`config.mk`:
```
export PLATFORM = sky130hd
export DESIGN_NAME = dreg_pipe
export DESIGN_NICKNAME = d
export VERILOG_FILES = /design/src/rtl/dreg_pipe_pkg.sv /design/src/rtl/dreg_stage.sv /design/src/rtl/dreg_pipe.sv
export SDC_FILE = /design/constraint.sdc
export NUM_CORES = 1
export LEC_CHECK = 0
export CAP_MARGIN = 40
export CORE_AREA = 2 2 67 101
export DETAILED_ROUTE_END_ITERATION = 8
export DIE_AREA = 0 0 69 103
export PLACE_DENSITY_LB_ADDON = 0.12
export SYNTH_ARGS = -nofsm -noshare
export SYNTH_HDL_FRONTEND = slang
export SYNTH_HIERARCHICAL = 1
export SYNTH_SLANG_ARGS = --single-unit
```
`constraint.sdc`:
```
create_clock -name clk -period 2.62 [get_ports clk]
set_clock_uncertainty 0.05 [all_clocks]
set_input_delay 0.393 -clock clk [delete_from_list [all_inputs] [get_ports clk]]
set_output_delay 0.393 -clock clk [all_outputs]
set_load 0.05 [all_outputs]
```
`src/rtl/dreg_pipe_pkg.sv`:
```
// Shared defaults for the dreg_pipe elastic register pipeline.
package dreg_pipe_pkg;
    localparam int DEFAULT_WIDTH = 8;
    localparam int DEFAULT_DEPTH = 4;
endpackage

```
`src/rtl/dreg_stage.sv`:
```
// One pipeline slot: a valid bit plus a data word, loaded from the upstream slot.
module dreg_stage
    import dreg_pipe_pkg::*;
#(
    parameter int WIDTH = DEFAULT_WIDTH
) (
    input  logic             clk,
    input  logic             clr,
    input  logic             clear,
    input  logic             load,
    input  logic             valid_in,
    input  logic [WIDTH-1:0] d_in,
    output logic             valid,
    output logic [WIDTH-1:0] data
);
    // Valid bit: follows the upstream slot when loading, dropped on flush.
    always_ff @(posedge clk) begin
        if (clr) begin
            valid <= 1'b0;
        end else if (clear) begin
            valid <= 1'b0;
        end else if (load) begin
            valid <= valid_in;
        end else begin
            valid <= valid;
        end
    end

    // Data word: only a real word overwrites it, so bubbles keep the last value.
    always_ff @(posedge clk) begin
        if (clr) begin
            data <= {WIDTH{1'b0}};
        end else if (load && valid_in) begin
            data <= d_in;
        end else begin
            data <= data;
        end
    end
endmodule

```
`src/rtl/dreg_pipe.sv`:
```
// Elastic register pipeline of DEPTH slots with valid/ready handshakes,
// bubble compaction, flush and an occupancy counter.
module dreg_pipe
    import dreg_pipe_pkg::*;
#(
    parameter int WIDTH = DEFAULT_WIDTH,
    parameter int DEPTH = DEFAULT_DEPTH
) (
    input  logic                       clk,
    input  logic                       clr,
    input  logic                       flush,
    input  logic                       in_valid,
    output logic                       in_ready,
    input  logic [WIDTH-1:0]           d,
    output logic                       out_valid,
    input  logic                       out_ready,
    output logic [WIDTH-1:0]           q,
    output logic [$clog2(DEPTH+1)-1:0] occupancy
);
    localparam int OCC_W = $clog2(DEPTH+1);

    logic [DEPTH-1:0] valid_s;
    logic [DEPTH-1:0] take_s;
    logic [DEPTH-1:0] vin_s;
    logic [WIDTH-1:0] data_s [DEPTH];
    logic [WIDTH-1:0] din_s  [DEPTH];
    logic             carry_s;
    logic             in_xfer_s;
    logic             out_xfer_s;
    logic [OCC_W-1:0] occ_next_s;

    // A slot can take new content when it is empty or its own word moves on;
    // walking back from the output turns that into the advance chain.
    always_comb begin
        take_s  = {DEPTH{1'b0}};
        carry_s = out_ready;
        for (int k = DEPTH - 1; k >= 0; k--) begin
            carry_s   = !valid_s[k] || carry_s;
            take_s[k] = carry_s;
        end
    end

    assign in_ready  = take_s[0] && !flush && !clr;
    assign out_valid = valid_s[DEPTH-1];
    assign q         = data_s[DEPTH-1];

    for (genvar k = 0; k < DEPTH; k++) begin : g_stage
        if (k == 0) begin : g_head
            assign vin_s[k] = in_valid && in_ready;
            assign din_s[k] = d;
        end else begin : g_body
            assign vin_s[k] = valid_s[k-1];
            assign din_s[k] = data_s[k-1];
        end

        dreg_stage #(.WIDTH(WIDTH)) u_stage (
            .clk      (clk),
            .clr      (clr),
            .clear    (flush),
            .load     (take_s[k]),
            .valid_in (vin_s[k]),
            .d_in     (din_s[k]),
            .valid    (valid_s[k]),
            .data     (data_s[k])
        );
    end

    // Occupancy only changes on an unmatched transfer in or out.
    always_comb begin
        in_xfer_s  = in_valid && in_ready;
        out_xfer_s = out_valid && out_ready;
        occ_next_s = occupancy;
        if (in_xfer_s && !out_xfer_s) begin
            occ_next_s = occupancy + OCC_W'(1);
        end else if (out_xfer_s && !in_xfer_s) begin
            occ_next_s = occupancy - OCC_W'(1);
        end else begin
            occ_next_s = occupancy;
        end
    end

    // Occupancy register, emptied by reset or flush.
    always_ff @(posedge clk) begin
        if (clr || flush) begin
            occupancy <= {OCC_W{1'b0}};
        end else begin
            occupancy <= occ_next_s;
        end
    end
endmodule

```
==> results of run 1 <==
[cells in the mapped netlist]
master / number / area (sq um)
a21bo_1: 4 / 40.0
a21bo_2: 28 / 280
a21boi_1: 1 / 7.51
a21oi_1: 28 / 140
a21oi_2: 4 / 35.0
and2_1: 1 / 6.26
and2b_1: 1 / 7.51
and3_1: 1 / 6.26
buf_1: 4 / 15.0
buf_2: 4 / 20.0
buf_6: 8 / 90.1
buf_8: 4 / 60.1
dfxtp_1: 39 / 781
fa_1: 1 / 20.0
ha_1: 1 / 12.5
inv_1: 2 / 7.51
mux2i_1: 5 / 50.1
nand2_1: 2 / 7.51
nand3_1: 33 / 165
nand4_1: 1 / 6.26
nor2_1: 1 / 3.75
nor3_1: 6 / 30.0
o21ai_0: 1 / 5.00
or3_1: 1 / 6.26
xor2_1: 2 / 17.5
[cells by family after synthesis]
group	after synthesis	synth area share [%]
AOI/OAI and AO/OA	66	27.9
and+or+nand+nor	47	13.1
DFF	39	42.9
buffers and inverters	22	10.6
muxes	5	2.75
xor gates and xnor gates	2	0.962
adders and majority gates	2	1.79
[metrics by stage]
step	total power, uW	instance area, sq um	setup slack, ns	setup TNS (ns)
after floorplan	652	1820	0.302	0
after global placement	684	2070	-0.000796	-0.000796
after detailed placement	686	2070	-0.119	-0.119
after CTS	1080	2150	0.181	0
after global routing	1100	2150	0.0787	0
final	1060	2150	0.182	0
[critical path, cell delays in order]
cell,delay [ns]
clkdlybuf4s50_1,0.48
and2b_1,0.19
nand4_1,0.12
and3_1,0.20
ha_1,0.17
inv_1,0.05
fa_1,0.38
xor2_1,0.17
or3_1,0.30
a21boi_1,0.14
[cell usage in the layout, fill, tap and decap left out]
| cell type | count |
|---|---|
| and2_1 | 1 |
| nor2_1 | 1 |
| mux2i_1 | 5 |
| fa_1 | 1 |
| o21ai_0 | 1 |
| dfxtp_1 | 39 |
| nand4_1 | 1 |
| clkbuf_1 | 2 |
| buf_4 | 10 |
| nor3_1 | 6 |
| buf_12 | 1 |
| a21oi_1 | 28 |
| clkinv_2 | 1 |
| nand2_1 | 2 |
| or3_1 | 1 |
| clkbuf_8 | 5 |
| and3_1 | 1 |
| inv_1 | 2 |
| a21boi_1 | 1 |
| and2b_1 | 1 |
| ha_1 | 1 |
| nand3_1 | 33 |
| xor2_1 | 2 |
| a21oi_2 | 4 |
| a21bo_1 | 4 |
| clkdlybuf4s50_1 | 24 |
| a21bo_2 | 28 |
[routing by layer]
| metal | routed length, um | global-route usage [%] | up-vias |
|---|---|---|---|
| li1 | - | - | 693 |
| met1 | 1570 | 11.5 | 638 |
| met2 | 1720 | 19.8 | 26 |
| met3 | 141 | 2.64 | 6 |
| met4 | 81 | 5.88 | 0 |
| met5 | 0 | 0 | - |
[worst max-delay path by stage]
stage | end | cells past startpoint
after global routing | occupancy[2] | 10
after detailed placement | occupancy[2] | 10
after floorplan | occupancy[2] | 9
after CTS | occupancy[2] | 10
final | occupancy[2] | 10
after global placement | occupancy[2] | 10
[state kept, by name, indices dropped and copies added (netlist names)]
| register | flops |
|---|---|
| g_stage.u_stage/valid | 4 |
| occupancy | 3 |
| g_stage.u_stage/data | 32 |
[layout make-up]
class / instances / share of cell area, %
multi-input cells: 122 / 39.5
clock buffers: 7 / 3.55
repair buffers: 35 / 15.6
inverters: 2 / 0.350
flip-flops and latches: 39 / 36.4
well taps: 76 / 4.43
clock inverters: 1 / 0.233
[power groups by stage]
stage | clock network [uW] | registers (uW) | logic [uW]
3_5_place_dp | 0 | 615 | 70.6
3_3_place_gp | 0 | 615 | 68.8
4_1_cts | 403 | 601 | 70.8
6_report | 385 | 601 | 69.9
5_1_grt | 426 | 602 | 76.0
2_1_floorplan | 0 | 618 | 33.6
==> summary.txt, run 1 <==
Status
  • Outcome: completed

Final layout
  • Layout Nets: 220
  • Layout Cells excl Fill: 282
  • # diodes: 0
  • Area grow syn2layout: 17.9%
  • # fillers: 650
  • Sequential cell area: 781 sq um
  • Share of cells above drive strength 1: a little under a quarter
  • Core Util, Final: 34.0%
  • Multi-input logic area: 847 sq um

Timing
  • Max-slew violations: 0
  • Hold slack final: ~0.42 ns
  • Fin crit period: 2.44 ns
  • RSZ-0062 raised after global routing: no
  • Relative slew slack: about 60%
  • Tcrit/Tclk final: 93.0%
  • Max Clock Freq: 0.410 GHz
  • Final hold vios: 0
  • Setup violators final: 0
  • Least-Margin Pin Slew: 0.595 ns

Die
  • Die area: between 7000 and 8000 sq um
  • Die X: 69 um
  • Num rows: 36
  • Core ar.: 6310 sq um
  • I/O pin count: 26
  • DIE HEIGHT: 103 um
  • Initial Util: ~29%

Clocking
  • # Post-CTS Setup Buffers: 0
  • CTS Hold Buffers Added: 0
  • Htree depth: 2
  • Clock slew at reported path FFs: 0.07 ns
  • Clk sinks: 39
  • Post-cts resize count: 0
  • Clk_lat worst skew: 0.29 ns
  • CTS tree: yes
  • Clock Tree Root: clkbuf_8
  • CTS max path bufs: 2
  • CTS Buf Count: 5

Min path
  • HP Class: register to register
  • Hold wc startpoint: g_stage[0].u_stage/data[5]
  • WHS Path Cells: 2
  • Worst Hold Path EP: g_stage[1].u_stage/data[5]

Detailed routing
  • Post-route ant nets: 0
  • Routed length per instance: 12.5 um
  • DR pass1 iterations: 4
  • Final wirelength: 3520 um
  • Drt via density: slightly below 5
  • Post-route DRC: 0
  • DR vias: ~1400
  • Initial DRC Count: 17

Power
  • Clk pwr share: 36.5%
  • Lkg Pwr: 0.000782 uW
  • Pwr per Cell Area: 492 nW/um^2
  • Switch Pwr: 236 uW
  • Peak supply drop: 0.200 mV
  • Internal cell power: roughly 820 uW
  • Sequential Power Share: 56.9%
  • Gate power share: 6.6%
  • Switching Fraction: between 20 and 25%

Placed design
  • Dpl cells: 274
  • Routability cong.: 0.772
  • Post-DP HPWL: 2340 um
  • IO Port Bufs: 25

Yosys
  • Flops & latches, synth: 39
  • Netlist cell types: 25
  • Netlist Area Pre-Place: 1820 sq um
  • Synthesized Nets: 198
  • Post-synthesis area per instance: approximately 9.9 sq um
  • Part of the Yosys area used for sequential elements: 42.9%
  • Synthesis Warnings: 6
  • Post-Syn Instances: 183

GRT
  • Global-route wire length before repair: 6230 um
  • Largest net degree at the start of global routing: 39
  • All-layer global routing usage: 10.8%
  • GRT overflow: 0
  • Vias in the first global route: 1378
  • Initial antenna violation count: 0

Critical path
  • FF-to-FF End: occupancy[2]
  • Critical Path Fanout Max: 2
  • Critical Path Start Type: input pin
  • Setup slack, reg-to-reg: 0.45 ns
  • Reg2reg start: g_stage[3].u_stage/valid
  • Critical Path Start: out_ready
  • Critical setup path kind: input pin to register
  • R2r worst-path depth: 9
  • CP arrival: 2.61 ns
  • Worst EP required: 2.79 ns
  • CP endpoint kind: register

Run
  • Max cap viols: 0
Power figures use the tool's default switching activity.
==> run 2, diff against run 1 <==
--- a/config.mk
+++ b/config.mk
@@ -6,9 +6,9 @@
 export NUM_CORES = 1
 export LEC_CHECK = 0
 export CAP_MARGIN = 40
-export CORE_AREA = 2 2 67 101
+export CORE_AREA = 2 2 52 78
 export DETAILED_ROUTE_END_ITERATION = 8
-export DIE_AREA = 0 0 69 103
+export DIE_AREA = 0 0 54 80
 export PLACE_DENSITY_LB_ADDON = 0.12
 export SYNTH_ARGS = -nofsm -noshare
 export SYNTH_HDL_FRONTEND = slang
==> run 2 against run 1 <==
Net effect: clock power up 2%; die area down 39%; global-route usage up 5.3 points; combinational power down 0.7%; register-to-register slack about the same; total power up 0.70%; first-iteration DRC count up 110%; utilization up 24 points; critical path depth unchanged; flip-flop and latch count unchanged; worst setup slack better by 0.0027 ns; fmax up 0.11%; highest routed layer unchanged.
==> summary.txt, run 2 (same netlist as run 1, synthesis figures left out) <==
GRT
  • Largest net degree at the start of global routing: 39
  • Initial antenna violation count: 0
  • Busiest layer in global routing: met2
  • All-layer global routing usage: 16.1%
  • Met3 Use GR: 4.68%
  • Global routing usage on met1: between 10% and 20%
  • Vias in the first global route: 1253
  • Global-route wire length before repair: 5240 um
  • GRT met2 Usage: 26.7%
  • GRT overflow: 0

Critical path
  • Worst EP required: about 2.8 ns
  • Critical Path Start Type: input pin
  • Reg2reg start: g_stage[3].u_stage/valid
  • Critical Path Fanout Max: 2
  • Setup slack, reg-to-reg: 0.46 ns
  • FF-to-FF End: occupancy[2]
  • CP endpoint kind: register
  • CP arrival: 2.59 ns
  • R2r worst-path depth: 9
  • Critical setup path kind: input pin to register

Timing
  • Least-Margin Pin Slew: between 0.5 and 0.6 ns
  • Max Clock Freq: a little over 0.4 GHz
  • Relative slew slack: around 64%
  • Setup TNS: 0 ns
  • Tcrit/Tclk final: between 90% and 100%
  • Final hold vios: 0
  • RSZ-0062 raised after global routing: no
  • Fin crit period: 2.43 ns
  • Setup violators final: 0
  • Max-slew violations: 0

Min path
  • Hold wc startpoint: g_stage[2].u_stage/data[7]
  • WHS Path Cells: 2
  • Worst Hold Path EP: g_stage[3].u_stage/data[7]
  • HP Class: register to register

Detailed routing
  • Final wirelength: 3120 um
  • Post-route DRC: 0
  • Drt via density: 5.45
  • Routed length per instance: 12.6 um
  • Post-route ant nets: 0
  • Initial DRC Count: 36
  • DR pass1 iterations: 4
  • DR vias: 1351

Final layout
  • Reg with most FFs: g_stage.u_stage/data
  • # fillers: 346
  • Area grow syn2layout: 16.0%
  • Cell area after layout: 2110 sq um
  • Layout Nets: 220
  • Biggest regs: g_stage.u_stage/data: 32 flops, g_stage.u_stage/valid: 4 flops, occupancy: 3 flops
  • Layout Cells excl Fill: 248
  • Share of cells above drive strength 1: 24.4%
  • Leading cell type in the layout, fill and taps excluded: dfxtp_1
  • # diodes: 0
  • Max reg flops: 32
  • Commonest non-fill, non-tap cells in the layout: 39 x dfxtp_1, 33 x nand3_1, 28 x a21bo_2, 28 x a21oi_1, 24 x clkdlybuf4s50_1

Run
  • Max cap viols: 0

Placed design
  • Post-DP HPWL: 2170 um
  • Dpl cells: 241
  • IO Port Bufs: 25
  • Area after DPL: 2020 sq um
  • Routability cong.: 0.664

Die
  • Die area: approximately 4300 sq um
  • Num rows: 27
  • Die X: 54 um
  • Initial Util: between 40% and 50%
  • I/O pin count: 26
  • Core ar.: about 3600 sq um
  • DIE HEIGHT: around 80 um

Clocking
  • Clk sinks: 39
  • Clock Tree Root: clkbuf_8
  • Post-cts resize count: 0
  • Htree depth: 2
  • # Post-CTS Setup Buffers: 0
  • Clock slew at reported path FFs: around 0.070 ns
  • Clk_lat worst skew: 0.28 ns
  • CTS Hold Buffers Added: 0
  • CTS Buf Count: 5
  • CTS tree: yes
  • CTS max path bufs: 2

Power
  • Lkg Pwr: 0.000787 uW
  • Pwr per Cell Area: 504 nW/um^2
  • Pwr Total: about 1100 uW
  • Peak supply drop: 0.377 mV

Status
  • Outcome: completed
[run 2: cell count changes in the layout (fill, tap and decap cells not counted), sizes merged]
| cell | before | now |
|---|---|---|
| clkbuf | 7 | 6 |
[run 2: layout make-up]
type                            instances  area [sq um]  share of cell area [%]
Clock buffer                            6          82.6                    3.91
Clock inverter                          1          5.00                   0.237
Inverter                                2          7.51                   0.355
Multi-Input combinational cell        122           847                    40.1
Sequential cell                        39           781                    37.0
Tap cell                               43          53.8                    2.55
Timing Repair Buffer                   35           335                    15.9
[run 2: per-stage QoR]
step                worst slack [ns]  hold slack, ns  utilization, %
floorplan                      0.302           0.388               -
global placement              0.0139           0.400            55.5
detailed placement           -0.0874           0.407            55.5
CTS                            0.195           0.414            57.9
global route                  0.0971           0.435            57.9
finish                         0.185           0.412            57.9
[run 2: metal layers]
metal / wire, um / up-vias
li1: - / 688
met2: 1620 / 30
met1: 1330 / 631
met5: 0 / -
met4: 24 / 0
met3: 138 / 2
[run 2: how the worst max path moves through the flow]
stage          slack [ns]            to                startpoint  cells after the start
3_3_place_gp         0.01  occupancy[2]                 out_ready                     10
5_1_grt               0.1  occupancy[2]                 out_ready                     10
2_1_floorplan        0.30  occupancy[2]  g_stage[3].u_stage/valid                      9
3_5_place_dp        -0.09  occupancy[2]                 out_ready                     10
4_1_cts              0.20  occupancy[2]                 out_ready                     10
6_report             0.19  occupancy[2]                 out_ready                     10
[run 2: worst max-delay path, stage by stage]
cell             delay [ns]
clkdlybuf4s50_1        0.47
and2b_1                0.19
nand4_1                0.11
and3_1                 0.19
ha_1                   0.18
inv_1                  0.06
fa_1                   0.37
xor2_1                 0.16
or3_1                  0.32
a21boi_1               0.15
[run 2: report_power, final]
group	internal, uW	switching [uW]
sequential	598	3.23
clock	206	187
combinational	35.8	33.6
total	840	224
==> run 3, diff against run 2 <==
--- a/config.mk
+++ b/config.mk
@@ -6,10 +6,11 @@
 export NUM_CORES = 1
 export LEC_CHECK = 0
 export CAP_MARGIN = 40
-export CORE_AREA = 2 2 52 78
+export CORE_AREA = 2 2 54 81
 export DETAILED_ROUTE_END_ITERATION = 8
-export DIE_AREA = 0 0 54 80
+export DIE_AREA = 0 0 56 83
 export PLACE_DENSITY_LB_ADDON = 0.12
+export SKIP_CTS_REPAIR_TIMING = 1
 export SYNTH_ARGS = -nofsm -noshare
 export SYNTH_HDL_FRONTEND = slang
 export SYNTH_HIERARCHICAL = 1
==> constraint.sdc (replaced) <==
create_clock -name clk -period 1.97 [get_ports clk]
set_clock_uncertainty 0.05 [all_clocks]
set_input_delay 0.2955 -clock clk [delete_from_list [all_inputs] [get_ports clk]]
set_output_delay 0.2955 -clock clk [all_outputs]
set_load 0.01 [all_outputs]
==> run 3 against run 2 <==
Net effect: the run now ends with negative setup slack left; combinational power is 27% higher; utilization shrank 0.74 points; sequential share of layout area shrank 2.1 points; largest cell class unchanged; highest routed layer unchanged; flip-flop and latch count is the same; worst hold slack worse by 0.10 ns.
==> summary.txt, run 3 (same netlist as run 1, synthesis figures left out) <==
Detailed routing
  • Initial DRC Count: 38
  • Post-route DRC: 0
  • DR pass1 iterations: 4
  • Post-route ant nets: 0
  • Drt via density: 5.29
  • Routed length per instance: 12.6 um
  • Final wirelength: 3290 um
  • DR vias: roughly 1400

Timing
  • Final hold vios: 0
  • Max Clock Freq: ~0.49 GHz
  • Relative slew slack: 72.6%
  • Fin crit period: 2.03 ns
  • Max-slew violations: 0
  • Least-Margin Pin Slew: 0.411 ns
  • Setup violators final: 1
  • RSZ-0062 raised after global routing: yes
  • Hold slack final: ~0.3 ns
  • Tcrit/Tclk final: 103%
  • Setup TNS: -0.0586 ns
  • Worst setup margin: -0.0586 ns

Power
  • Pwr per Cell Area: 627 nW/um^2
  • Lkg Pwr: 0.000870 uW
  • Peak supply drop: 0.487 mV

Placed design
  • IO Port Bufs: 25
  • Dpl cells: around 250
  • Place WS: -0.566 ns
  • Area after DPL: 2100 sq um
  • Routability cong.: 0.709
  • Post-DP HPWL: around 2200 um

Critical path
  • Critical setup path kind: register to register
  • Max stage delay on crit path: 0.33 ns
  • Critical Path Start Type: register
  • CP endpoint kind: register
  • Worst Path Buf+Inv: 1
  • Worst EP required: 2.14 ns
  • R2r worst-path depth: 9
  • Critical Path Fanout Max: 2
  • WP depth: 9
  • Crit-path slowest cell: fa_2
  • CP cell instances: and2b_1, nand4_1, and3_4, ha_4, inv_1, fa_2, xor2_1, or3_1, a21boi_1
  • Crit path max-delay family: simple AND/OR/NAND/NOR gates
  • CP arrival: around 2.2 ns

Final layout
  • # diodes: 0
  • Cell area after layout: between 2000 and 2500 sq um
  • Share of cells above drive strength 1: 29.3%
  • Area grow syn2layout: 23.2%
  • Commonest non-fill, non-tap cells in the layout: 38 x dfxtp_1, 33 x nand3_1, 28 x a21bo_2, 28 x a21oi_1, 22 x clkdlybuf4s50_1
  • Reg with most FFs: g_stage.u_stage/data
  • Layout Nets: roughly 230
  • Leading cell type in the layout, fill and taps excluded: dfxtp_1
  • Max reg flops: 32
  • Layout Cells excl Fill: 260
  • Biggest regs: g_stage.u_stage/data: 32 flops, g_stage.u_stage/valid: 4 flops, occupancy: 3 flops

GRT
  • Largest net degree at the start of global routing: 39
  • Global-route wire length before repair: 5850 um
  • Vias in the first global route: around 1400
  • GRT overflow: 0
  • Initial antenna violation count: 0
  • All-layer global routing usage: between 10% and 20%

Die
  • DIE HEIGHT: 83 um
  • Die X: about 56 um
  • Num rows: 28
  • Die area: 4650 sq um
  • I/O pin count: 26
  • Core ar.: 3920 sq um
  • Initial Util: 46.4%

Min path
  • HP Class: input pin to register
  • WHS Path Cells: 3

Clocking
  • Clock Tree Root: clkbuf_8
  • CTS Buf Count: 5
  • Clk sinks: 39
  • Htree depth: 2
  • CTS tree: yes
  • Clock slew at reported path FFs: roughly 0.080 ns
  • CTS max path bufs: 2
  • Clk_lat worst skew: 0.29 ns

Status
  • Outcome: complete, but fails checks
  • Failing checks: negative setup slack

Run
  • Max cap viols: 0
## run 3: cell types whose count changed in the layout (fill, tap and decap cells not counted), moves of 2 or more
cell and change:
buf_4 +5, dlymetal6s2s_1 +3, buf_12 +2, clkdlybuf4s50_1 -2
## run 3: final timing paths
path | from | end | slack [ns]
max | g_stage[3].u_stage/valid | occupancy[2] | -0.06
min | clr | occupancy[2] | 0.31
max reg2reg | g_stage[3].u_stage/valid | occupancy[2] | -0.06
min reg2reg | g_stage[1].u_stage/data[5] | g_stage[2].u_stage/data[5] | 0.41
## run 3: area by class of cell
cell class                      count  area, sq um
Clock buffer                        6         72.6
Multi-Input combinational cell    122          870
Clock inverter                      2         12.5
Fill cell                         379         1680
Timing Repair Buffer               44          442
Tap cell                           45         56.3
Inverter                            2         7.51
Sequential cell                    39          782
## run 3: stage by stage
| stage | total power (uW) | util (%) |
|---|---|---|
| 5_1_grt | 1470 | 57.1 |
| 4_1_cts | 1420 | 55.6 |
| 3_3_place_gp | 901 | 53.5 |
| 2_1_floorplan | 860 | - |
| 6_report | 1400 | 57.1 |
| 3_5_place_dp | 904 | 53.5 |
## run 3: layer usage
layer | vias to the layer above | GRT usage [%] | routed length (um) | part of all wire, %
met1 | 635 | 17.8 | 1430 | 43
li1 | 712 | - | - | -
met3 | 4 | 3.27 | 103 | 3.1
met5 | - | 0 | 0 | 0
met2 | 25 | 26.6 | 1710 | 52
met4 | 0 | 7.14 | 49 | 1.5
## run 3: power by group
part / internal, uW / switching, uW
logic: 49.5 / 38.5
clock network: 247 / 270
registers: 795 / 4.35
## run 3: worst min-delay path, cell delays in order
cell,delay [ns]
dlymetal6s2s_1,0.12
nor2_2,0.06
a21boi_1,0.12
